File: src/rtl/handshake_rr_arbiter.sv
// N-way round-robin arbiter feeding a single registered valid/ready output
// stage, with a free-running count of completed output handshakes.
module handshake_rr_arbiter #(
  parameter int WIDTH = 8,
  parameter int N     = 4,
  localparam int SW   = $clog2(N)
) (
  input  logic               clk,
  input  logic               rst,
  input  logic [N-1:0]       req_valid,
  input  logic [N*WIDTH-1:0] req_data,
  output logic [N-1:0]       req_ready,
  output logic               out_valid,
  output logic [WIDTH-1:0]   out_data,
  output logic [SW-1:0]      out_src,
  input  logic               out_ready,
  output logic [15:0]        xfer_cnt
);

  logic [SW-1:0]    ptr;
  logic             load;
  logic [N-1:0]     valid_rot;
  logic             win_found;
  logic [SW-1:0]    win_off;
  logic [SW:0]      win_sum;
  logic [SW-1:0]    win_idx;
  logic [SW-1:0]    ptr_next;
  logic             accept;
  logic [WIDTH-1:0] data_arr [N];

  for (genvar g = 0; g < N; g++) begin : g_unpack
    assign data_arr[g] = req_data[g*WIDTH +: WIDTH];
  end

  assign load = ~out_valid | out_ready;

  // Rotate the valid vector so bit 0 is the requester at ptr; the lowest set
  // bit of the rotated vector is the winner's offset in the search order.
  assign valid_rot = N'({req_valid, req_valid} >> ptr);

  always_comb begin
    win_found = 1'b0;
    win_off   = '0;
    for (int k = N - 1; k >= 0; k--) begin
      if (valid_rot[k]) begin
        win_found = 1'b1;
        win_off   = SW'(k);
      end
    end
  end

  // Map the offset back to an absolute index modulo N (N need not be a power of two).
  assign win_sum  = {1'b0, ptr} + {1'b0, win_off};
  assign win_idx  = (win_sum >= (SW+1)'(N)) ? SW'(win_sum - (SW+1)'(N)) : win_sum[SW-1:0];
  assign ptr_next = (win_idx == SW'(N - 1)) ? '0 : win_idx + SW'(1);

  assign accept    = load & win_found & ~rst;
  assign req_ready = accept ? (N'(1) << win_idx) : '0;

  always_ff @(posedge clk or posedge rst) begin
    if (rst) begin
      out_valid <= 1'b0;
      out_data  <= '0;
      out_src   <= '0;
      ptr       <= '0;
    end else if (load) begin
      if (win_found) begin
        out_valid <= 1'b1;
        out_data  <= data_arr[win_idx];
        out_src   <= win_idx;
        ptr       <= ptr_next;
      end else begin
        out_valid <= 1'b0;
      end
    end
  end

  always_ff @(posedge clk or posedge rst) begin
    if (rst) begin
      xfer_cnt <= '0;
    end else if (out_valid && out_ready) begin
      xfer_cnt <= xfer_cnt + 16'd1;
    end
  end

endmodule
File: config.mk
export PLATFORM = sky130hd
export DESIGN_NAME = handshake_rr_arbiter
export DESIGN_NICKNAME = d
export VERILOG_FILES = /design/src/rtl/handshake_rr_arbiter.sv
export SDC_FILE = /design/constraint.sdc
export NUM_CORES = 1
export LEC_CHECK = 0
export ABC_CLOCK_PERIOD_IN_PS = 3800
export CAP_MARGIN = 20
export CELL_PAD_IN_SITES_DETAIL_PLACEMENT = 0
export CELL_PAD_IN_SITES_GLOBAL_PLACEMENT = 2
export CORE_MARGIN = 2
export CORE_UTILIZATION = 26
export DETAILED_ROUTE_END_ITERATION = 16
export PLACE_DENSITY_LB_ADDON = 0.1
export REMOVE_ABC_BUFFERS = 1
export SYNTH_ARGS = -nofsm -noshare
export SYNTH_HDL_FRONTEND = slang
export SYNTH_SLANG_ARGS = --single-unit
File: constraint.sdc
create_clock -name clk -period 3.8 [get_ports clk]
set_input_delay 0.76 -clock clk [delete_from_list [all_inputs] [get_ports clk]]
set_output_delay 0.76 -clock clk [all_outputs]
set_load 0.02 [all_outputs]
# --- Word level (Yosys, flattened, before mapping) ---
# Cells that the tools add are included.
totals:
  regBits: 29
  output_inout_bits: 31
op_classes:
  addsub: 4
  magnitude_cmp: 2
  eq_ne: 1
  n_shift: 2
  mux: 15
  bitwise_logic: 6
  n_reduce_logical: 2
ops:
  columns: ["operator", "count"]
  rows:
  - ["$add A16 B1 Y16 const B", 1]
  - ["$bmux W8 S2", 1]
  - ["$mux W8", 2]
  - ["$mux W2", 6]
  - ["$shr A8 B2 Y4", 1]
  - ["$ge A3 B3 Y1 const B", 2]
  - ["$mux W1", 5]
  - ["$mux W4", 1]
  - ["$shl A1 B2 Y4 const A", 1]
  - ["$add A2 B2 Y3", 1]
  - ["$not A2 Y3", 1]
  - ["$add A2 B1 Y2 const B", 1]
  - ["$and A1 B1 Y1", 2]
  - ["$eq A2 B2 Y1 const B", 1]
  - ["$not A1 Y1", 2]
  - ["$reduce_and A2 Y1", 1]
  - ["$sub A2 B1 Y2 const B", 1]
  - ["$logic_and A1 B1 Y1", 1]
  - ["$or A1 B1 Y1", 1]

# --- Depth between registers and ports, before layout ---
# Gate-level depths: netlist of the first run.
logic_depth:
  ltp_word: 12
  ltp_mapped: 11

# --- Worst setup path after synthesis of the first run ---
# Ideal clock, no wire load.
synth_timing:
  kind: "in2out"
  from: "input req_valid[3]"
  to: "output req_ready[1]"
  arrival_time_ns: 2.870
  path_slack_ns: 0.170
  path_stages: 10
  path_buffers: 2
  path_cell_list: "inv_1 -> nand3_1 -> o311ai_0 -> o21ai_0 -> o221ai_1 -> ha_1 -> buf_2 -> clkbuf_1 -> inv_1 -> nor4_1"
synth_via:
  elab_chain_cells: 10
  elab_cells_between_ends: 17
  cone_classes: "2 x add/sub; 1 x order compare; 2 x shift; 10 x mux; 2 x bitwise"
synth_lines:
  columns: ["element", "line_no", "rtl"]
  rows:
  - ["from (decl)", "10", "input logic [N-1:0] req_valid,"]
  - ["$shr A8 B2 Y4 (*)", "39", "assign valid_rot = N'({req_valid, req_valid} >> ptr);"]
  - ["$mux W2 (3 in series)", "45", "if (valid_rot[k]) begin"]
  - ["$mux W2 (*)", "45", null]
  - ["$add A2 B2 Y3 (*)", "53", "assign win_sum = {1'b0, ptr} + {1'b0, win_off};"]
  - ["$ge A3 B3 Y1 / $sub A2 B1 Y2 (equally long branches)", "54", "assign win_idx = (win_sum >= (SW+1)'(N)) ? SW'(win_sum - (SW+1)'(N)) : win_sum[SW-1:0];"]
  - ["$mux W2 (*)", "54", null]
  - ["via win_idx[0]", "26", "logic [SW-1:0] win_idx;"]
  - ["$shl A1 B2 Y4 (*)", "58", "assign req_ready = accept ? (N'(1) << win_idx) : '0;"]
  - ["$mux W4 (*)", "58", null]
  - ["to (decl)", "12", "output logic [N-1:0] req_ready,"]
# Mark *: on every way through the listed nets, which the timed path passes. The rest lies on a longest branch.

# --- Final worst setup path of the first run ---
layout_timing:
  from: "input req_valid[1]"
  to: "output req_ready[3]"
layout_via:
  elab_chain_cells: 10
  elab_cells_between_ends: 17
  cone_classes: "2 x add/sub; 1 x order compare; 2 x shift; 10 x mux; 2 x bitwise"
layout_lines:
  columns: ["element", "line_no"]
  rows:
  - ["$shr A8 B2 Y4 (*)", "39"]
  - ["$mux W2 (4 in series)", "45"]
  - ["$add A2 B2 Y3", "53"]
  - ["$ge A3 B3 Y1 / $sub A2 B1 Y2 (equally long branches)", "54"]
  - ["$mux W2", "54"]
  - ["$shl A1 B2 Y4", "58"]
  - ["$mux W4 (*)", "58"]
# Mark *: on every way between the ends. The rest lies on a longest branch, timed or not.

==> results.md, run 1 <==
Critical path:
- Measured in cells, the most critical reg-to-reg path has a length of 12.
- The number of buffers and inverters on the critical path is 2.
- The critical path required time is 3.04 ns.
- The most critical setup path has its startpoint at req_valid[1].
- The kind of start point of the critical path is an input pin.
- The critical setup path kind is in2out.
- The capture point of the worst path is req_ready[3].
- The logic depth of the worst setup path including buffers is 11.
- At the worst endpoint, the arrival time is 2.88 ns.
- The worst register-to-register path begins at ptr[0]$_DFFE_PP0P_.
- In this run the worst path has a maximum fanout of 5.
- The worst register-to-register path ends at out_data[0]$_DFFE_PP0P_.
- Setup slack on the worst reg-to-reg path comes out at 1.36 ns.
- For this run, the slowest stage of the critical path takes 0.48 ns.
- For this design, the slowest cell found on the critical path is sky130_fd_sc_hd__clkdlybuf4s50_1.
- Grouping stages by cell kind, the critical path spends the most delay in simple AND/OR/NAND/NOR gates.
- Walking the worst path, the cells encountered are clkdlybuf4s50_1 > nor2_1 > nand2_1 > o221ai_1 > ha_2 > xor2_4 > nand4_4 > nand2_4 > ha_4 > nor3b_4 > buf_6.
- The endpoint type of the worst setup path is a primary output.

Route:
- The count of nets left with antenna violations once routing finished came out at 0.
- The initial detailed-routing violation count is 42.
- The number of remaining DRC errors is 0.
- The wire length per cell is 13.6 microns.
- The total via count in the routed design is 1654.
- The first TritonRoute pass finished after 4 iterations.
- Using the TritonRoute via totals, the vias-per-cell ratio works out to 4.71.
- For this block, the routed nets add up to 4770 microns of wire.

Clocking:
- TritonCTS built the clock tree.
- Clock-pin slew was measured on the worst setup and hold paths at 0.06 ns.
- TritonCTS created 5 clock buffers.
- No sink is reached through more buffers than the 2 on the longest clock path.
- The number of hold buffers added after CTS was 0.
- The tree is rooted in a sky130_fd_sc_hd__clkbuf_8.
- In this run the number of H-tree levels came out at 2.
- For the worst-skew pair, the clock arrives at the later sink with an insertion delay of 0.28 ns.
- The clock sink total is 29.

Floorplanning:
- The horizontal extent of the die is 86.6 microns.
- The floorplan step defined a die boundary enclosing 7510 sq um.
- The standard-cell row count is 30.
- The initial standard-cell utilization of the core is 0.266.
- The core region is 6680 sq um.
- In this run the count of I/O pins placed on the die edge is 70.
- The height of the die is 86.6 microns.

Cells and area:
- In the final layout, the share of cells above drive strength 1 is 0.214.
- The final layout net count is 313.
- The area growth from synthesis to layout is 64.3%.
- The repair_antennas step left the layout with diodes totalling 0.
- The finished cells cover 2920 sq um.

STA:
- In the finished design, the share of the clock period the worst path needs comes to 0.957.
- Static timing analysis puts the maximum clock frequency at 275 MHz.
- Headroom to the max-slew limit came out at 0.663.
- The final count of hold timing violations is 0.
- For the final database, setup skew stands at 0.00407 ns.
- The final critical-path required period is 3.64 ns.
- In the post-route analysis, the smallest setup slack over all paths is 0.165 ns.
- The number of max-slew violations in the final report is 0.
- At the pin with the least slew margin, the transition time is 0.501 ns.
- Setup repair after global routing left no endpoint under its margin.
- Setup violations remaining at the end of the flow were counted as 0.
- The tightest hold path in the finished design has a slack of 0.474 ns.

Global routing:
- The global router's overall resource usage is 0.138.
- The wire length of the first global-routing pass is 8130 microns.
- The via count of the first global-routing pass is 1724.
- The maximum number of pins on one net before global-route repair is 26.
- The overall overflow remaining after global route is 0.
- The initial antenna violation count is 0.

Job:
- Across the run, the number of max-cap violations was 0.

Min path:
- The class of the tightest hold or removal check is reg2reg.
- The startpoint identified for the worst hold timing path is out_data[5]$_DFFE_PP0P_.

Power:
- The net switching fraction of the power is 0.406.
- In this run the power spent charging and discharging nets is 0.898 mW.
- Across the VDD grid, the largest voltage drop is 0.363 mV.
- The analysis attributes to cell leakage a power of 1.21 nW.
- The proportion of power drawn by flip-flops and latches is 0.223.
- The internal portion of the total power is 1.31 mW.
- The power density relative to cell area is 758 nW/um^2.
- The proportion of power drawn by combinational gates is 0.626.
- The share of total power dissipated in the clock network is 0.151.

Yosys:
- The largest total area in the synthesized netlist belongs to sky130_fd_sc_hd__dfrtp_1.
- Each instance of the synthesized netlist takes up on average 10.1 sq um.
- For this run, the register share of the synthesized area comes to 0.409.
- Yosys printed 0 warnings.
- In this run, synthesis produced a sequential element count of 29.
- The share of the synthesized area in the top cell type is 0.409.
- In the post-synthesis netlist, the biggest area contributors are sky130_fd_sc_hd__dfrtp_1 41%, sky130_fd_sc_hd__nor2b_1 6.3%, sky130_fd_sc_hd__xnor2_1 5.9%.
- The post-synthesis instance area is 1780 sq um.
- Synthesis instantiated 39 different standard cells from the library.
- Synthesis produced a netlist whose cell count is 175.

Place:
- The post-DP HPWL is 3640 microns.
- The placer's final routability congestion estimate is 0.764.
- The worst-case setup slack after placement is -0.659 ns.
- The count of buffers added on input and output ports is 69.
- In this run the cell area measured after placement is 2720 sq um.

Run status:
- The flow ran to the end, and the final reports show no timing, DRC or antenna violations.
logic make-up (layout without fill, tap and decap cells):
group	Yosys count	count (layout)	synth area share
multiplexers	4	4	0.0247
XOR/XNOR	17	17	0.0839
AND/OR/NAND/NOR	72	72	0.247
buffers and inverters	12	108	0.0310
adder cells (fa/ha/maj)	4	4	0.0282
flip-flops	29	29	0.409
AO/OA/AOI/OAI	37	37	0.177
placed cells by master (no fill, tap or decap), types with 4 or more instances in the layout:
cell,instances
sky130_fd_sc_hd__a2111oi_0,8
sky130_fd_sc_hd__a221oi_1,8
sky130_fd_sc_hd__and3_1,5
sky130_fd_sc_hd__buf_4,29
sky130_fd_sc_hd__clkbuf_8,6
sky130_fd_sc_hd__clkdlybuf4s50_1,62
sky130_fd_sc_hd__dfrtp_1,29
sky130_fd_sc_hd__nand2_1,19
sky130_fd_sc_hd__nand3_1,7
sky130_fd_sc_hd__nor2b_1,18
sky130_fd_sc_hd__o31ai_1,9
sky130_fd_sc_hd__xnor2_1,11
sky130_fd_sc_hd__xor2_1,4
per-layer routing:
metal  routed length (microns)  GRT usage
met1                      2160      0.177
met2                      2290      0.225
met3                       275     0.0381
met4                        46     0.0483
met5                         0          0
tightest hold or removal path, stage by stage, from the launching register on:
cell	delay, ns
sky130_fd_sc_hd__dfrtp_1	0.34
sky130_fd_sc_hd__nand2_1	0.05
sky130_fd_sc_hd__o31ai_1	0.05
power groups by stage:
stage                     clock [mW]  sequential (mW)  combinational (mW)
after floorplan                    0            0.604               0.613
after global placement             0            0.499                1.31
after detailed placement           0            0.494                1.30
after CTS                      0.342            0.493                1.34
after global routing           0.357            0.510                1.53
final                          0.335            0.492                1.38
state kept, by name (all words and copies together) (netlist names):
register / flops
xfer_cnt: 16
out_data: 8
ptr: 2
out_valid: 1
out_src: 2
cell usage after synthesis (all sizes together):
cell	number
xnor2	12
nor3b	4
a2111oi	8
o21a	2
xor2	5
or3	1
and3	5
o221ai	1
o22ai	1
and2b	1
nand4	2
nand2	20
nor2b	18
mux2i	1
ha	4
o31ai	10
inv	3
o21ai	5
clkbuf	6
nand2b	3
nor2	2
and4	2
mux2	3
buf	3
a221oi	8
nor3	2
dfrtp	29
a31oi	1
nand3	7
o311ai	1
nor4	3
and2	2
per-stage QoR:
stage	util	TNS, ns	std cells	total power, mW
3_3_place_gp	0.407	-1.64	341	1.81
2_1_floorplan	-	0	166	1.22
5_1_grt	0.437	0	351	2.40
3_5_place_dp	0.407	-1.87	341	1.80
4_1_cts	0.430	0	349	2.18
6_report	0.437	0	351	2.21
worst min-delay path by stage:
stage,endpoint,slack [ns],depth (start not counted)
final,out_data[5]$_DFFE_PP0P_,0.47,2
after floorplan,xfer_cnt[15]$_DFFE_PP0P_,0.58,1
after global routing,xfer_cnt[15]$_DFFE_PP0P_,0.52,1
after global placement,out_data[2]$_DFFE_PP0P_,0.46,2
after detailed placement,out_data[6]$_DFFE_PP0P_,0.47,2
after CTS,out_data[5]$_DFFE_PP0P_,0.48,2
final cells by class:
class,instances,area (sq um)
clock buffer,7,86.3
fill,644,3760
inverter,3,11.3
sequential,29,726
clock inverter,1,30.0
multi-input combinational,134,1070
timing repair buffer,97,897
tap,80,100
timing repair:
action	CTS	global route
pin swaps	1	5
buffers inserted	0	2
resized for setup	27	14
setup endpoints to repair	4	4
Note: power is estimated with default switching activity, not from simulation.
==> run 2: changes to the inputs <==
Settings changed: ABC_AREA set to 1, CORE_UTILIZATION 26 to 25, SETUP_SLACK_MARGIN set to 0.2.
==> run 2 against run 1 <==
Register-to-register slack improved by 0.11 ns. Critical path type unchanged. Combinational power up 33%. Total power up 22%. Critical endpoint is now req_ready[2].
==> results.md, run 2 <==
Run status:
- The flow ran to the end, and the final reports show no timing, DRC or antenna violations.

Yosys:
- In the synthesized netlist, the number of instances is 217.
- The share of flip-flops with an asynchronous set or reset is 1.00.
- Summing every instance area after synthesis gives 1900 sq um.
- The average cell area after synthesis is 8.77 sq um.
- The synthesized flop and latch total is 29.
- By count the netlist is led by 41 x sky130_fd_sc_hd__nand2_1, 29 x sky130_fd_sc_hd__dfrtp_1, 25 x sky130_fd_sc_hd__nand3_1, 22 x sky130_fd_sc_hd__inv_1, 19 x sky130_fd_sc_hd__nand2_2.
- The number of distinct library cell variants in the gate-level netlist after synthesis is 30.
- The synthesized design contains 0 enable-type register cells.
- The cell taking the most area after synthesis is sky130_fd_sc_hd__dfrtp_1.
- By instance count, the leading cell after synthesis is sky130_fd_sc_hd__nand2_1.
- Of the post-synthesis cell area, the dominant cell type holds 0.381.
- The share of synthesized area occupied by flip-flops and latches is 0.381.
- Ranked by total cell area, the synthesized netlist is headed by sky130_fd_sc_hd__dfrtp_1 38%, sky130_fd_sc_hd__mux2i_1 8.4%, sky130_fd_sc_hd__nand2_1 8.1%.
- The Yosys warning count is 0.
- In the synthesized netlist the dominant register cell turns out to be sky130_fd_sc_hd__dfrtp_1.

Place:
- The placer's final routability congestion estimate is 0.785.
- The post-DP HPWL is 3700 microns.
- Once placement finished, the instance area stood at 2760 sq um.
- Buffers placed on the I/O ports in this run total 69.

Cells and area:
- At the end of the flow the core is filled with cells to 0.398.
- The register name with the most flops is xfer_cnt.
- Of the cells placed in the final design, the portion with a size suffix greater than 1 is 0.245.
- The filler cells instantiated in the layout total 745.
- The area used by multi-input combinational logic is 1040 sq um.
- The repair_antennas step left the layout with diodes totalling 0.
- The top cell types in the final layout, fill and taps aside, are 61 x sky130_fd_sc_hd__clkdlybuf4s50_1, 40 x sky130_fd_sc_hd__nand2_1, 29 x sky130_fd_sc_hd__dfrtp_1, 23 x sky130_fd_sc_hd__nand3_1, 21 x sky130_fd_sc_hd__inv_1.
- The register with the most flip-flops in the layout has 16 of them.
- In the final layout, the registers with the most flip-flops are xfer_cnt x16, out_data x8.
- For this run, the post-layout net count is 348.
- The final instance area is 2920 sq um.
- Leaving out fill and tap cells, the most frequent cell in the layout is sky130_fd_sc_hd__clkdlybuf4s50_1.
- Summing all flip-flop and latch instances after layout gives 726 sq um.
- The area growth from synthesis to layout is 53.2%.

Global routing:
- The via count of the first global-routing pass came to 1708.
- The overall overflow remaining after global route is 0.
- The first global-routing pass estimated 8240 microns of wire.
- Entering global routing, the biggest net connects 30 pins.
- The initial antenna violation count was 0.
- After global routing, the most crowded layer is met2.
- The met1 usage is 0.167.
- For met3 alone, demand over resource in global routing was 0.0365.
- In the global route stage, met2 resource usage came out at 0.196.
- The global router's overall resource usage is 0.125.

STA:
- Of the available clock period, the critical path in the final layout requires 0.852.
- The final setup skew is 0.00489 ns.
- The fmax is 309 MHz.
- The final count of hold timing violations is 0.
- The transition time of the tightest slew-check pin is 0.398 ns.
- For the finished layout, the period the worst path requires is 3.24 ns.
- Setup violations remaining at the end of the flow were counted as 0.
- Headroom to the max-slew limit came out at 0.735.
- Setup repair after global routing left no endpoint under its margin.
- The number of max-slew violations in the final report is 0.
- For the final routed database, the setup TNS stands at 0 ns.

Power:
- The worst supply voltage drop on vdd is 0.619 mV.
- The proportion of power drawn by combinational gates is 0.683.
- The part of the total power dissipated in the clock network is 0.125.
- The cell leakage power is 1.42 nW.
- Summed over all nets, the switching power comes to 1.21 mW.
- Of the total power, registers draw 0.193.
- The power density relative to cell area is 923 nW/um^2.
- Of the total power, the share spent switching nets is 0.449.
- The design internal power is 1.48 mW.

Clocking:
- After clock tree synthesis, the clock-pin slew on the worst setup and hold paths is 0.06 ns.
- Clock latency on the worst-skew pair, taken at its later pin, is 0.28 ns.
- The maximum root-to-sink buffer count is 2.
- The number of CTS-inserted buffers is 5.
- The clock sink total is 29.
- CTS built an H-tree with a depth of 2.
- The tree is rooted in a sky130_fd_sc_hd__clkbuf_8.
- The number of buffers inserted by hold repair at cts is 0.
- TritonCTS built the clock tree.

Route:
- The initial detailed-routing violation count is 35.
- After detailed routing, the number of remaining DRC violations is 0.
- For this block, the routed nets add up to 4900 microns of wire.
- The count of nets left with antenna violations once routing finished came out at 0.
- The wire length per cell is 12.1 microns.
- The ratio of routed vias to standard cells is 4.13.
- Detailed routing inserted a total of 1671 vias.
- The detailed-routing iteration count for the pre-antenna-repair pass is 4.

Critical path:
- The maximum cell stage delay along the critical path is 0.21 ns.
- The kind of start point of the critical path is an input pin.
- The critical path is of the in2out type.
- The worst-path cell with the longest stage delay is sky130_fd_sc_hd__ha_2.
- Along the worst path, the maximum fanout reaches 5.
- The signal on the critical path passes through dlymetal6s2s_1 > nand2_1 > nand3_1 > nand2_2 > nand3_1 > a21boi_1 > ha_2 > xor2_2 > buf_4 > nand2_4 > nand2_4 > ha_2 > inv_1 > nor2_1 > buf_4.
- The critical path required time is 3.04 ns.
- Broken down by cell family, the worst path's largest delay share belongs to simple AND/OR/NAND/NOR gates.
- The number of buffers and inverters on the critical path is 4.
- For the worst setup path, the data arrival time is 2.48 ns.
- The worst setup path is captured at a primary output.

Min path:
- The class of the tightest hold or removal check is reg2reg.

Floorplanning:
- The boundary pin count is 70.
- The floorplan step defined a core boundary enclosing 7330 sq um.
- For this configuration, the core starts out at a cell density of 0.260.
- The floorplan step defined a die boundary enclosing 8330 sq um.
- The standard-cell row count is 31.
- From left edge to right edge, the die measures 91.3 microns.
- The height of the die is 91.3 microns.

Job:
- Across the run, the number of max-cap violations was 0.
run 2: changes by cell type in the layout (fill, tap and decap cells not counted), moves of 10 or more:
cell / previous run / this run
sky130_fd_sc_hd__buf_4: 29 / 19
sky130_fd_sc_hd__inv_1: 2 / 21
sky130_fd_sc_hd__mux2i_1: 1 / 16
sky130_fd_sc_hd__nand2_1: 19 / 40
sky130_fd_sc_hd__nand2_2: 0 / 20
sky130_fd_sc_hd__nand3_1: 7 / 23
sky130_fd_sc_hd__nor2b_1: 18 / 0
run 2: layer usage:
| metal | up-vias | wire length [microns] |
|---|---|---|
| li1 | 877 | - |
| met1 | 747 | 2280 |
| met2 | 43 | 2330 |
| met3 | 4 | 254 |
| met4 | 0 | 38 |
| met5 | - | 0 |
run 2: final cells by class:
| type | instances | share of cell area |
|---|---|---|
| clock buffers | 7 | 0.0296 |
| multi-input cells | 157 | 0.355 |
| well taps | 99 | 0.0425 |
| inverters | 26 | 0.0343 |
| repair buffers | 86 | 0.279 |
| clock inverters | 1 | 0.0103 |
| flip-flops and latches | 29 | 0.249 |
run 2: worst paths after layout:
check | from | end | slack, ns | cells past startpoint
worst min register to register | out_data[5]$_DFFE_PP0P_ | out_data[5]$_DFFE_PP0P_ | 0.49 | 2
worst min-delay path | out_data[5]$_DFFE_PP0P_ | out_data[5]$_DFFE_PP0P_ | 0.49 | 2
min in group asynchronous | rst | xfer_cnt[1]$_DFFE_PP0P_ | 0.95 | 3
worst max-delay path | req_valid[3] | req_ready[2] | 0.56 | 15
max in group asynchronous | rst | xfer_cnt[10]$_DFFE_PP0P_ | 2.56 | 3
worst max register to register | ptr[0]$_DFFE_PP0P_ | out_data[2]$_DFFE_PP0P_ | 1.47 | 12
run 2: kinds of logic (layout without fill, tap and decap cells):
group / count (synthesis) / after routing / synth area share
xor+xnor: 13 / 13 / 0.0638
mux: 16 / 16 / 0.0842
fa+ha+maj: 4 / 4 / 0.0263
flops: 29 / 29 / 0.381
buf+inv: 31 / 120 / 0.0835
simple gates: 115 / 115 / 0.330
compound gates: 9 / 9 / 0.0309
run 2: worst reg2reg max path: cells and delay by family, from the launching register on:
kind                     cells  cell delay [ns]
AO/OA/AOI/OAI                1             0.13
multiplexers                 1             0.25
buffers and inverters        3             0.53
adder cells (fa/ha/maj)      1             0.35
AND/OR/NAND/NOR              6             0.51
flip-flops                   1             0.46
run 2: what timing repair did:
action / 4_1_cts / 5_1_grt
setup endpoints to repair: 4 / 4
gates resized for setup: 12 / 15
setup buffers: 1 / 2
pin swaps: 0 / 5
run 2: power by group through the flow:
stage                     logic [mW]  registers (mW)  clock network (mW)
after floorplan                 1.05           0.617                   0
after global placement          1.82           0.523                   0
after detailed placement        1.82           0.521                   0
after CTS                       1.83           0.520               0.351
after global routing            2.03           0.539               0.365
final                           1.84           0.519               0.335
run 2: metrics by stage:
| step | worst slack, ns | hold WS [ns] | power (mW) | instances |
|---|---|---|---|---|
| 2_1_floorplan | 0.546 | 0.590 | 1.66 | 212 |
| 3_3_place_gp | -0.194 | 0.462 | 2.34 | 394 |
| 3_5_place_dp | -0.194 | 0.472 | 2.34 | 394 |
| 4_1_cts | 0.211 | 0.493 | 2.70 | 403 |
| 5_1_grt | 0.389 | 0.526 | 2.93 | 405 |
| 6_report | 0.561 | 0.491 | 2.69 | 405 |
==> variant 1: new RTL, flow settings as in run 1 <==
Put one more register stage on the output `xfer_cnt`, without a reset. The value now appears one clock later. The other outputs are not delayed to match.
--- a/src/rtl/handshake_rr_arbiter.sv
+++ b/src/rtl/handshake_rr_arbiter.sv
@@ -16,6 +16,8 @@
   input  logic               out_ready,
   output logic [15:0]        xfer_cnt
 );
+
+  logic [15:0] xfer_cnt_s0;
 
   logic [SW-1:0]    ptr;
   logic             load;
@@ -77,10 +79,14 @@
 
   always_ff @(posedge clk or posedge rst) begin
     if (rst) begin
-      xfer_cnt <= '0;
+      xfer_cnt_s0 <= '0;
     end else if (out_valid && out_ready) begin
-      xfer_cnt <= xfer_cnt + 16'd1;
+      xfer_cnt_s0 <= xfer_cnt_s0 + 16'd1;
     end
   end
 
+  always_ff @(posedge clk) begin
+    xfer_cnt <= xfer_cnt_s0;
+  end
+
 endmodule
Formal check against the unedited RTL: not equivalent (Yosys sat finds a counterexample within 4 cycles, from zero or initial values and one cycle with rst high).
==> variant 1 against run 1 <==
- sequential share of layout area is 6.6 points higher
- power is 7.4% higher
- first-iteration DRC count is 14% higher
- synthesized cell count is 30% higher
- core utilization is 5.2 points lower
- synthesized area is 29% higher
- die area is 28% higher
- design area is 14% higher
- worst setup slack better by 0.050 ns
- via count is 14% higher
- sequential cell count is 16 higher
- routed wire length is 11% higher
- critical path type unchanged
==> variant 1: results (changes against run 1) <==
Run status - completed
GP Congestion - 0.720 (-5.8%)
First-pass GRT wire length - 8.68 mm (+6.8%)
Total Routing Usage GR - 0.111 (-0.0271)
Power Internal - 1.40 mW (+6.6%)
Multi-input combinational area share - 0.355 (-0.0110)
DRT iter0 DRCs - 48 (+14%)
Worst Hold End - xfer_cnt[11]$_DFF_P_
Post-CTS Resized - 25 (-7.4%)
Multi-input gate count - 162 (+21%)
Worst Reg-to-Reg Cells - 9 (-3)
CTS Sinks - 45 (+55%)
Number of distinct library cells after synthesis - 32 (-18%)
Clock-cell share of area - 0.0278 (-0.0120)
Clk_buf instances - 5 (-2)
Share of the yosys chip area belonging to registers - 0.456 (+0.0473)
CP max stage delay - 0.31 ns (-0.17 ns)
Fraction of layout cells with a size suffix above 1 - 0.147 (-0.0671)
Vias/cell - 4.48 (-5.0%)
# nets final - 355 (+13%)
DP Cell Count - 412 (+21%)
Die Wd - 97.9 um (+13%)
CP max-delay cell - dlygate4sd2_1
Non-clk bufs - 92 (-5.2%)
Hold path startpoint - xfer_cnt_s0[11]$_DFFE_PP0P_
Largest net degree at the start of global routing - 43 (+65%)
Clk_lat worst skew - 0.30 ns (+0.02 ns)
Vias in the first global route - 1769 (+2.6%)
Fillers - 877 (+36%)
GR Layer Usage met3 - 0.0315 (-0.00660)
Met1 Wirelength - 2.50 mm (+16%)
Worst slew margin - 0.486 (-0.178)
Syn Inst Count - 228 (+30%)
variant 1: cells by family after synthesis:
group / count (synthesis) / synth area share
simple gates: 95 / 0.200
flops: 45 / 0.456
mux: 35 / 0.154
buf+inv: 21 / 0.0486
xor+xnor: 18 / 0.0851
compound gates: 10 / 0.0344
fa+ha+maj: 4 / 0.0218
variant 1: power by group through the flow:
stage / Sequential (mW) / Clock (mW) / Combinational (mW)
2_1_floorplan: 0.824 / 0 / 0.718
3_3_place_gp: 0.733 / 0 / 1.34
3_5_place_dp: 0.734 / 0 / 1.34
4_1_cts: 0.727 / 0.331 / 1.35
5_1_grt: 0.746 / 0.353 / 1.46
6_report: 0.724 / 0.310 / 1.34
variant 1: through the flow:
step                      area (um2)  worst slack (ns)  total power [mW]
after floorplan                 2200            -0.432              1.54
after global placement          3210            -0.576              2.07
after detailed placement        3210            -0.605              2.07
after CTS                       3310            0.0244              2.41
after global routing            3330            0.0511              2.56
final                           3330             0.215              2.38
==> variant 2: new RTL, flow settings as in run 1 <==
Without the edit above. `WIDTH`: 8 -> 12.
--- a/src/rtl/handshake_rr_arbiter.sv
+++ b/src/rtl/handshake_rr_arbiter.sv
@@ -1,7 +1,7 @@
 // N-way round-robin arbiter feeding a single registered valid/ready output
 // stage, with a free-running count of completed output handshakes.
 module handshake_rr_arbiter #(
-  parameter int WIDTH = 8,
+  parameter int WIDTH = 12,
   parameter int N     = 4,
   localparam int SW   = $clog2(N)
 ) (
Ports: changed (resized out_data and req_data); port bits go from 70 to 90. No check against the original RTL was run, so the function may have changed too.
==> variant 2 against run 1 <==
- routed wire length rose by 33%
- synthesized area up 22%
- power up 26%
- die area rose by 21%
- final cell count rose by 23%
- sequential cell count is 4 higher
- design area grew 20%
- worst setup slack gained 0.0054 ns
- critical endpoint unchanged
- largest cell class unchanged
- largest power group unchanged
==> variant 2: results (changes against run 1) <==
Place WS - -0.474 ns (+0.185 ns)
CP arrival - 2.87 ns (about the same)
Least-Margin Pin Slew - 0.628 ns (+0.127 ns)
Run status - completed
GR Util met2 - 0.215 (-0.0104)
Post-DP Area - 3350 um2 (+23%)
GR Layer Usage met3 - 0.0245 (-0.0136)
Non-clk bufs - 121 (+25%)
Worst Reg-to-Reg Cells - 11 (-1)
Vias - 2009 (+21%)
First-pass GRT wire length - 9.71 mm (+19%)
Min setup slack post-route - 0.170 ns (+0.00541 ns)
Post-synthesis xor/xnor area fraction - 0.0689 (-0.0150)
Multiplexer share of the synthesized area - 0.0203 (-0.00440)
Largest net degree at the start of global routing - 49 (+88%)
Multi-input gate count - 161 (+20%)
Syn Inst Count - 212 (+21%)
Post-synthesis compound-gate area fraction - 0.241 (+0.0646)
Number of distinct library cells after synthesis - 40 (+2.6%)
DP Cell Count - 422 (+24%)
GRT met1 Usage - 0.192 (+0.0155)
DRT iter0 DRCs - 33 (-21%)
Hold_ws - 0.473 ns (-0.00123 ns)
Area Overhead vs Synth - 62.5%
Area share of buffers outside the clock network - 0.320 (+0.0121)
Critical Path Fanout Max - 4 (-1)
Hold path cells - 1 (-1)
I/O Buffers - 89 (+29%)
GP Congestion - 0.747 (-2.2%)
Post-CTS Resized - 20 (-26%)
CP max stage delay - 0.56 ns (+0.08 ns)
Fraction of layout cells with a size suffix above 1 - 0.255 (+0.0406)
Largest cells by area after synthesis - dfrtp_1, nor2b_1, a2111oi_2
Sw power - 1.25 mW (+39%)
Hold path startpoint - xfer_cnt[15]$_DFFE_PP0P_
==> variant 2: power groups by stage <==
| stage | Clock [mW] | Combinational, mW | Sequential [mW] |
|---|---|---|---|
| after global placement | 0 | 1.83 | 0.581 |
| final | 0.338 | 1.87 | 0.580 |
| after floorplan | 0 | 0.957 | 0.718 |
| after CTS | 0.350 | 1.85 | 0.577 |
| after global routing | 0.366 | 2.04 | 0.597 |
| after detailed placement | 0 | 1.84 | 0.584 |
==> variant 2: per-layer routing <==
layer,share of wire,vias to the layer above,wire length [um]
met2,0.46,51,2950
met1,0.47,945,2960
met3,0.048,8,306
met4,0.020,0,124
li1,-,1005,-
met5,0,-,0
==> variant 2: worst max-delay path: cells and delay by family <==
family / cells / cell delay, ns
AOI/OAI and AO/OA: 1 / 0.18
and+or+nand+nor: 4 / 0.49
xor gates and xnor gates: 1 / 0.16
buffers and inverters: 3 / 0.87
adders and majority gates: 2 / 0.41
